**src/rtl/uart_rx_phase.sv**
```systemverilog
`default_nettype none
// ============================================================================
// Module : uart_rx_phase
// Brief  : UART receiver timed by a phase-accumulator sample tick generator.
// Rev    : 1.0
// ============================================================================
module uart_rx_phase #(
  parameter int SYS_CLK_FREQ = 125000000,
  parameter int BAUD_RATE    = 115200,
  parameter int ACC_WIDTH    = 32,
  parameter int DATA_BITS    = 8
) (
  input  logic                 clk,
  input  logic                 reset,
  input  logic                 rxd,
  input  logic                 rx_ready,
  output logic [DATA_BITS-1:0] rx_data,
  output logic                 rx_valid,
  output logic                 frame_err,
  output logic                 overrun,
  output logic                 busy
);

  // Rounded phase increment; 64-bit so BAUD_RATE << ACC_WIDTH cannot overflow.
  localparam logic [63:0] c_inc_wide =
    ((64'(BAUD_RATE) << ACC_WIDTH) + (64'(SYS_CLK_FREQ) >> 1)) / 64'(SYS_CLK_FREQ);
  localparam logic [ACC_WIDTH-1:0] c_inc  = c_inc_wide[ACC_WIDTH-1:0];
  localparam logic [ACC_WIDTH-1:0] c_half = {1'b1, {(ACC_WIDTH-1){1'b0}}};
  localparam int                   c_cnt_w = (DATA_BITS > 1) ? $clog2(DATA_BITS) : 1;
  localparam logic [c_cnt_w-1:0]   c_last  = c_cnt_w'(DATA_BITS - 1);

  typedef enum logic [2:0] {
    IDLE      = 3'd0,
    START     = 3'd1,
    DATA      = 3'd2,
    STOP      = 3'd3,
    WAIT_HIGH = 3'd4
  } state_t;

  state_t                 state_q,     state_d;
  logic                   sync1_q,     sync1_d;
  logic                   sync2_q,     sync2_d;
  logic                   prev_q,      prev_d;
  logic [ACC_WIDTH-1:0]   acc_q,       acc_d;
  logic [c_cnt_w-1:0]     cnt_q,       cnt_d;
  logic [DATA_BITS-1:0]   shift_q,     shift_d;
  logic [DATA_BITS-1:0]   rx_data_q,   rx_data_d;
  logic                   rx_valid_q,  rx_valid_d;
  logic                   frame_err_q, frame_err_d;
  logic                   overrun_q,   overrun_d;
  logic                   busy_q,      busy_d;

  logic [ACC_WIDTH:0]     acc_sum;
  logic                   tick;
  logic                   deliver;

  always_comb begin
    sync1_d     = rxd;
    sync2_d     = sync1_q;
    prev_d      = sync2_q;
    state_d     = state_q;
    cnt_d       = cnt_q;
    shift_d     = shift_q;
    rx_data_d   = rx_data_q;
    rx_valid_d  = rx_valid_q;
    frame_err_d = 1'b0;
    overrun_d   = 1'b0;
    deliver     = 1'b0;
    acc_sum     = {1'b0, acc_q} + {1'b0, c_inc};
    tick        = acc_sum[ACC_WIDTH];

    if (rx_valid_q && rx_ready) begin
      rx_valid_d = 1'b0;
    end

    case (state_q)
      IDLE: begin
        cnt_d = '0;
        if (prev_q && !sync2_q) begin
          state_d = START;
        end
      end
      START: begin
        if (tick) begin
          if (!sync2_q) begin
            state_d = DATA;
            cnt_d   = '0;
          end else begin
            state_d = IDLE;
          end
        end
      end
      DATA: begin
        if (tick) begin
          // LSB arrives first, so shifting in at the MSB leaves it at bit 0.
          shift_d = {sync2_q, shift_q[DATA_BITS-1:1]};
          if (cnt_q == c_last) begin
            state_d = STOP;
          end else begin
            cnt_d = cnt_q + 1'b1;
          end
        end
      end
      STOP: begin
        if (tick) begin
          if (sync2_q) begin
            deliver = 1'b1;
            state_d = IDLE;
          end else begin
            frame_err_d = 1'b1;
            state_d     = WAIT_HIGH;
          end
        end
      end
      WAIT_HIGH: begin
        if (sync2_q) begin
          state_d = IDLE;
        end
      end
      default: begin
        state_d = IDLE;
      end
    endcase

    if (deliver) begin
      if (!rx_valid_q || rx_ready) begin
        rx_data_d  = shift_q;
        rx_valid_d = 1'b1;
      end else begin
        overrun_d = 1'b1;
      end
    end

    // Preload half a bit period whenever idle so the first carry is mid start bit.
    acc_d  = (state_q == IDLE || state_d == IDLE) ? c_half : acc_sum[ACC_WIDTH-1:0];
    busy_d = (state_d != IDLE);
  end

  always_ff @(posedge clk or negedge reset) begin
    if (!reset) begin
      state_q     <= IDLE;
      sync1_q     <= 1'b1;
      sync2_q     <= 1'b1;
      prev_q      <= 1'b1;
      acc_q       <= c_half;
      cnt_q       <= '0;
      shift_q     <= '0;
      rx_data_q   <= '0;
      rx_valid_q  <= 1'b0;
      frame_err_q <= 1'b0;
      overrun_q   <= 1'b0;
      busy_q      <= 1'b0;
    end else begin
      state_q     <= state_d;
      sync1_q     <= sync1_d;
      sync2_q     <= sync2_d;
      prev_q      <= prev_d;
      acc_q       <= acc_d;
      cnt_q       <= cnt_d;
      shift_q     <= shift_d;
      rx_data_q   <= rx_data_d;
      rx_valid_q  <= rx_valid_d;
      frame_err_q <= frame_err_d;
      overrun_q   <= overrun_d;
      busy_q      <= busy_d;
    end
  end

  assign rx_data   = rx_data_q;
  assign rx_valid  = rx_valid_q;
  assign frame_err = frame_err_q;
  assign overrun   = overrun_q;
  assign busy      = busy_q;

endmodule
`default_nettype wire

```
**config.mk**
```make
export PLATFORM = sky130hd
export DESIGN_NAME = uart_rx_phase
export DESIGN_NICKNAME = d
export VERILOG_FILES = /design/src/rtl/uart_rx_phase.sv
export SDC_FILE = /design/constraint.sdc
export NUM_CORES = 1
export LEC_CHECK = 0
export CAP_MARGIN = 5
export CORE_UTILIZATION = 65
export CTS_BUF_LIST = sky130_fd_sc_hd__clkbuf_2 sky130_fd_sc_hd__clkbuf_4 sky130_fd_sc_hd__clkbuf_8
export CTS_CLUSTER_SIZE = 12
export DETAILED_ROUTE_END_ITERATION = 12
export DONT_BUFFER_PORTS = 1
export PLACE_DENSITY = 0.81
export SETUP_SLACK_MARGIN = 0.02
export SYNTH_ARGS = -nofsm -noshare
export SYNTH_HDL_FRONTEND = slang
export SYNTH_SLANG_ARGS = --single-unit
```
**constraint.sdc**
```tcl
create_clock -name clk -period 6.7 [get_ports clk]
set_input_delay 1.34 -clock clk [delete_from_list [all_inputs] [get_ports clk]]
set_output_delay 1.34 -clock clk [all_outputs]
set_load 0.01 [all_outputs]
```
Word-level counts from Yosys, hierarchy flattened
Index checks and enable logic that the tools add are counted.

storage, ports and cells
  bits in registers = 61
  input bits = 4
  output and inout bits = 12
  word-level logic and storage cells = 62

operators by class
  add/sub/neg operators = 2
  equality and inequality tests = 9
  multiplexer cells = 26
  reduce and logical (&&, ||, !) cells = 13

operators by type and width
  cell                    count
  $add 32x22->33 const B  1
  $mux 3                  11
  $mux 32                 1
  $pmux 3 s5              1
  $mux 1                  11
  $pmux 3 s3              1
  $ne 2x2->1 const B      4
  $eq 3x2->1 const B      2
  $eq 3x3->1 const B      2
  $logic_not 3->1         2
  $reduce_bool 3->1       2
  $reduce_and 5->1        1
  $reduce_and 2->1        2
  $add 3x1->3 const B     1
  $eq 3x1->1 const B      1
  $logic_and 1x1->1       2
  $logic_not 1->1         2
  $logic_or 1x1->1        2
  $mux 2                  1

Depth between registers and ports, before layout
Gate-level depths: netlist (run 1).

  word-level depth = 7
  depth in mapped cells = 8
  gate-level depth less buffers = 7

Least setup slack after synthesis (run 1)
Ideal clock, no wire load.

  path kind = reg-to-reg
  start point = reg acc_q[21]
  end point = reg acc_q[21]
  library setup time = 0.150 ns
  data arrival time = 2.234 ns
  data required time = 6.550 ns
  path slack = 4.316 ns
  stages on the path, launching flop included = 8
  buffers on the path = 1
  period minus slack after synthesis = 2.384 ns
  cell sequence = dfrtp_1 -> or4_1 -> a221o_1 -> o2111ai_1 -> mux2_2 -> nor2_2 -> buf_6 -> a211oi_2

on the way
  cells in the longest elaborated chain, start to end = 6
  elaborated cells between the ends (all ways) = 8
  those cells by class = add/sub (1); mux (5); reduce/logical (2)

RTL lines
  element                    RTL line     RTL
  from (decl)                44           logic [ACC_WIDTH-1:0] acc_q, acc_d;
  from (signal assigned)     145          acc_q <= c_half;
  $add 32x22->33 (*)         69           acc_sum = {1'b0, acc_q} + {1'b0, c_inc};
  $mux 3 (on tied branches)  105, 84, 94
  $pmux 3 s5 (*)             76           case (state_q)
  via state_d[1]             40           state_t state_q, state_d;
  $logic_not 3->1 (*)        135          acc_d = (state_q == IDLE || state_d == IDLE) ? c_half : acc_sum[ACC_WIDTH-1:0];
  $logic_or 1x1->1 (*)       135
  $mux 32 (*)                135
  via acc_d[21]              44

The timed path passes the listed nets; every way through them passes the cells marked *.
A chain may end at the register's enable or synchronous reset.

Worst setup path after layout (run 1)
  start point = reg acc_q[21]
  end point = reg acc_q[14]

The elaborated chain is that of the path after synthesis.

==> results.cfg, run 1 <==
[run_status]
run_status = completed

[floorplanning]
chipHeight_um = 70.8
start_util_pct = 69.3
dieArea_sq_um = 5010
fp.coreArea_sq_um = 4440
io_pins = 16
die_x_um = 70.8
rows = 24

[timing]
fin_ws_ns = 3.37
timing.hold.ws_ns = 0.361
finalHoldViolCount = 0
min_period_ns = 3.33
rsz0062_at_grt = no
finalMaxSlewViolations = 0
fmaxAchievable_mhz = 300
fin_crit_sh_pct = 49.7
fin_skew_ns = 0.00624
setup_tns_ns = 0
setup_viol = 0
tightest_slew_ns = 1.10
slew_headroom_pct = 26.0

[power]
peakVddDrop_mv = 0.204
p_seq_share_pct = 41.8
p_sw_mw = 0.466
power.density_nw_per_um2 = 411
p_int_mw = 0.894
p_sw_share_pct = 34.3
p_leak_nw = 1.40
p_comb_share_pct = 30.7
pwr-share-clk_pct = 27.5

[synthesis]
synth_cell_types = 45
ys_async_sr_fraction_pct = 100
syn_inst = 260
synth-seq-cells = 60
ys.flop_type = dfrtp_1
ys_seq_area_share_pct = 48.9
synth.net_count = 267
netlist_area_sq_um = 3080
synth_edf_count = 0
yosys_warnings = 0
syn_avg_cell_area_sq_um = 11.8

[worst_setup_path]
startpoint_type = register
critPathMaxStageDelay_ns = 0.84
cp_cell_sequence = or4_1 > a221o_1 > o2111ai_1 > mux2_2 > nor2_4 > a21boi_0
crit_fanout = 32
required_ns = 6.87
critPathKind = register to register
critPathCaptureType = register
slowest_stage = nor2_4
worst_ep_arrival_time_ns = 3.49

[cts]
postCtsSetupBuffers = 0
numCtsBuffers = 9
cts_resized = 0
cts_tree = built
clock-sinks = 60
clk_latency_ns = 0.33
cts.clk_slew.worst_paths_ns = 0.07
cts_hold_buf = 0
htreeDepth = 3
clockBufferDepth = 2
root_buffer = clkbuf_8

[global_routing]
grt_pass1_wl_um = 9690
antenna_found_initial = 0
top_usage_layer = met2
globalRouteTotalUtil_pct = 25.9
gr-total-overflow = 0
use_met1_pct = 33.9
use_met2_pct = 40.6
grt_pass1_vias = 2036
use_met3_pct = 7.98
grt_max_degree = 61

[cells_and_area]
final_nets = 266
area_growth_syn_to_layout_pct = 7.60
drive_gt1_share_pct = 27.7
nFillCells = 280
finalInstanceArea_sq_um = 3310
num_antenna_cells = 0
post-route-util_pct = 74.5

[routing]
wl_per_cell_um = 17.4
drt_pass1_iterations = 4
wirelength_um = 5490
first_iter_violations = 137
drc_errors = 0
avgViaCountPerCell = 6.29
vias = 1987
antenna_left = 0

[placed_design]
hpwlAfterDp_um = 3480
place_area_sq_um = 3080
portBuffers = 0
place_congestion = 0.845
place_ws_ns = 3.37

[flow_run]
maxCapViolCount = 0

[min_path]
min_path_type = register to register
==> metrics by stage <==
stage | total power [mW] | instances
after global routing | 1.45 | 316
after detailed placement | 0.982 | 300
after global placement | 0.967 | 300
after floorplan | 0.913 | 260
final | 1.36 | 316
after CTS | 1.37 | 316
==> synth_stat cells, types with 3 or more instances <==
library cell,count,area [sq um]
dfrtp_1,56,1400
a211oi_2,28,350
xor2_1,19,166
mux2_2,17,191
nand2_1,14,52.6
nand3_1,10,50.1
inv_1,9,33.8
nor2_1,9,33.8
xnor2_1,8,70.1
o21ai_0,7,35.0
clkbuf_1,6,22.5
nor3_1,6,30.0
a21oi_1,5,25.0
buf_2,4,20.0
buf_6,4,45.0
dfstp_2,4,105
nor4_1,4,25.0
o211ai_1,4,30.0
a211oi_1,3,22.5
ha_1,3,37.5
nand2b_1,3,18.8
o2111ai_1,3,26.3
or3_1,3,18.8
==> state kept, by name, indices dropped and copies added (netlist names) <==
name,flops
rx_valid,1
busy,1
sync1_q,1
rx_data,8
prev_q,1
cnt_q,3
state_q,3
overrun,1
acc_q,31
shift_q,8
prev_d,1
frame_err,1
==> critical path, delay by kind of cell (launching register included) <==
kind	cells	cell delay [ns]
compound gates	3	0.79
mux	1	0.39
simple gates	2	1.56
flops	1	0.40
==> worst paths after layout <==
| kind | from | end | slack, ns | depth (start not counted) |
|---|---|---|---|---|
| max | acc_q[21] | acc_q[14] | 3.37 | 6 |
| min | sync1_q | prev_d | 0.36 | 0 |
| max reg2reg | acc_q[21] | acc_q[14] | 3.37 | 6 |
| min reg2reg | sync1_q | prev_d | 0.36 | 0 |
| max in group asynchronous | reset | prev_d | 5.82 | 0 |
| min in group asynchronous | reset | acc_q[3] | 0.69 | 0 |
==> kinds of logic after synthesis <==
logic type / Yosys count / synth area share (%)
AOI/OAI and AO/OA: 67 / 21.4
xor gates and xnor gates: 27 / 7.68
adders and majority gates: 3 / 1.22
buffers and inverters: 23 / 3.94
DFF: 60 / 48.9
muxes: 17 / 6.22
and+or+nand+nor: 63 / 10.6
==> area by class of cell <==
cell class | instances | area, sq um | share of cell area (%)
Sequential cell | 60 | 1510 | 45.5
Clock inverter | 4 | 72.6 | 2.19
Clock buffer | 12 | 159 | 4.80
Timing Repair Buffer | 2 | 15.0 | 0.453
Tap cell | 52 | 65.1 | 1.96
Multi-Input combinational cell | 177 | 1460 | 44.1
Inverter | 9 | 33.8 | 1.02
==> placed cells by master, fill, tap and decap left out, types with 5 or more instances in the layout <==
cell      count
dfrtp_1      56
a211oi_2     28
xor2_1       19
mux2_2       17
nand2_1      14
clkbuf_8     11
nand3_1      10
inv_1         9
nor2_1        9
xnor2_1       8
o21ai_0       7
nor3_1        5
a21oi_1       5
==> layer usage <==
| layer | part of all wire (%) | up-vias | routed length, um |
|---|---|---|---|
| li1 | - | 957 | - |
| met1 | 44 | 989 | 2400 |
| met2 | 51 | 37 | 2790 |
| met3 | 4.2 | 4 | 232 |
| met4 | 1.1 | 0 | 59 |
| met5 | 0 | - | 0 |
==> power by group through the flow <==
stage	registers (mW)	clock network [mW]	logic, mW
global route	0.582	0.397	0.469
floorplan	0.545	0	0.368
CTS	0.566	0.383	0.417
finish	0.569	0.374	0.417
detailed placement	0.569	0	0.413
global placement	0.570	0	0.397
Note: power is estimated with default switching activity, not from simulation.
==> run 2: changes to the inputs <==
ABC_AREA = 1   (was unset)
CORE_UTILIZATION = 59   (was 65)
PLACE_DENSITY = 0.78   (was 0.81)
clock period = 3.05 ns   (was 6.7 ns; I/O delays follow)
==> run 2 against run 1 <==
Area after synthesis fell by 5.0%. Combinational power rose by 91%. Largest cell class unchanged. Register-to-register slack got worse by 2.5 ns. Cell area fell by 4.3%. Sequential share of layout area rose by 2.0 points. Setup slack got worse by 2.5 ns.
==> results.cfg, run 2 <==
[timing]
fmaxAchievable_mhz = 463
tightest_slew_ns = 0.629
timing.hold.ws_ns = 0.109
fin_crit_sh_pct = 70.8
finalMaxSlewViolations = 0
slew_headroom_pct = 57.8
fin_skew_ns = 0.0129
setup_viol = 0
min_period_ns = 2.16
rsz0062_at_grt = no
setup_tns_ns = 0
finalHoldViolCount = 0

[cells_and_area]
drive_gt1_share_pct = 10.7
largest-register = acc_q
finalInstanceArea_sq_um = 3170
nFillCells = 423
final_cell_mix = nand2_1 (76), nor2_1 (58), dfrtp_1 (56), inv_1 (40), xor2_1 (24)
largest_reg_flops = 31
multi_input_area_sq_um = 1220
area_growth_syn_to_layout_pct = 8.38
layout.area.seq_sq_um = 1510
num_antenna_cells = 0
final_nets = 358
final_common_cell = nand2_1

[cts]
cts_tree = built
clock-sinks = 60
clk_latency_ns = 0.34
cts_hold_buf = 1
cts.clk_slew.worst_paths_ns = 0.07
cts_resized = 0
root_buffer = clkbuf_8
numCtsBuffers = 9
postCtsSetupBuffers = 0
clockBufferDepth = 2
htreeDepth = 3

[synthesis]
synth.net_count = 351
yosysMostFrequentCell = nand2_1
ys.flop_type = dfrtp_1
netlist_area_sq_um = 2930
synthMuxAreaShare_pct = 0
synth-compound-area-share_pct = 5.26
synth_edf_count = 0
synth_top_family_by_area = simple AND/OR/NAND/NOR gates
synth_xor_area_share_pct = 8.68
ys_seq_area_share_pct = 51.5
synth-simple-area-share_pct = 26.5
yosysTopAreaCell = dfrtp_1
synth_cell_types = 27
synth-seq-cells = 60
syn_inst = 344
ys_async_sr_fraction_pct = 100
yosys_warnings = 0
netlist_top_cells_area = dfrtp_1 (48%), nand2_1 (9.8%), nor2_1 (7.4%)
synthTopCellsByCount = nand2_1 (76), nor2_1 (58), dfrtp_1 (56)
synth.top_cell.area_share_pct = 47.9
syn_avg_cell_area_sq_um = 8.50
synth_fa_ha_area_share_pct = 1.28

[power]
peakVddDrop_mv = 0.529
p_leak_nw = 1.50
totalPowerFinal_mw = 2.54
power.density_nw_per_um2 = 802

[global_routing]
gr-total-overflow = 0
globalRouteTotalUtil_pct = 23.6
grt_pass1_wl_um = 9180
grt_max_degree = 57
antenna_found_initial = 0
grt_pass1_vias = 2110

[min_path]
min_path_type = input port to async pin

[routing]
drt_pass1_iterations = 4
vias = 2137
wl_per_cell_um = 12.0
antenna_left = 0
wirelength_um = 5070
avgViaCountPerCell = 5.05
drc_errors = 0
first_iter_violations = 95

[floorplanning]
fp.coreArea_sq_um = 4750
start_util_pct = 61.5
io_pins = 16
die_x_um = 72.4
dieArea_sq_um = 5240
chipHeight_um = 72.4
rows = 25

[worst_setup_path]
slowest_stage = dfrtp_1
critPathCaptureType = register
worst_ep_arrival_time_ns = 2.36
cp_cell_sequence = ha_1 > nand3_1 > nand2_1 > nor2_1 > o21ai_0 > nand2_1 > nand2_1 > nand2_1 > nand2_1 > nand2_1 > xor2_1 > nor2_1
crit_fanout = 6
cpMostUsedCell = nand2_1
required_ns = 3.25
critPathKind = register to register
critPathMaxStageDelay_ns = 0.42
startpoint_type = register

[placed_design]
place_area_sq_um = 2970
hpwlAfterDp_um = 3440
portBuffers = 0
place_congestion = 0.824

[run_status]
run_status = completed

[flow_run]
maxCapViolCount = 0
run 2: kinds of logic after synthesis:
logic type,Yosys count
compound gates,29
buf+inv,47
simple gates,176
xor+xnor,29
flops,60
fa+ha+maj,3
run 2: where the power goes:
part / leakage (nW) / internal (mW) / total (mW) / switching, mW
combinational: 0.630 / 0.311 / 0.795 / 0.484
sequential: 0.780 / 0.969 / 1.12 / 0.155
clock: 0.0856 / 0.296 / 0.623 / 0.327
total: 1.50 / 1.58 / 2.54 / 0.967
run 2: stage by stage:
stage / utilization [%] / cells / worst slack (ns)
floorplan: - / 344 / 1.23
global placement: 62.4 / 406 / 0.926
detailed placement: 62.4 / 406 / 0.916
CTS: 66.7 / 423 / 0.880
global route: 66.7 / 423 / 0.599
finish: 66.7 / 423 / 0.890
run 2: final timing paths:
kind                       slack (ns)  cells past startpoint         to     start
max                              0.89                     12  acc_q[27]  acc_q[1]
min                              0.11                      0     prev_d     reset
max reg2reg                      0.89                     12  acc_q[27]  acc_q[1]
min reg2reg                      0.36                      0     prev_d   sync1_q
max in group asynchronous        2.68                      1  acc_q[30]     reset
min in group clk                 0.26                      0    sync1_q       rxd
run 2: metal layers:
| layer | part of all wire (%) | vias up | track usage [%] |
|---|---|---|---|
| li1 | - | 1090 | - |
| met1 | 48 | 1012 | 30.5 |
| met2 | 47 | 30 | 36.6 |
| met3 | 4.0 | 5 | 8.19 |
| met4 | 1.5 | 0 | 9.15 |
| met5 | 0 | - | 0 |
run 2: cell type report:
class	count	area share, %
Clock buffer	9	3.91
Clock inverter	7	1.62
Inverter	42	4.97
Multi-Input combinational cell	237	38.5
Sequential cell	60	47.5
Tap cell	67	2.64
Timing Repair Buffer	1	0.868
run 2: worst max-delay path: cells and delay by family (launching register included):
kind,cells,cell delay (ns)
adder cells (fa/ha/maj),1,0.24
flip-flops,1,0.42
AND/OR/NAND/NOR,9,1.05
AO/OA/AOI/OAI,1,0.17
XOR/XNOR,1,0.14
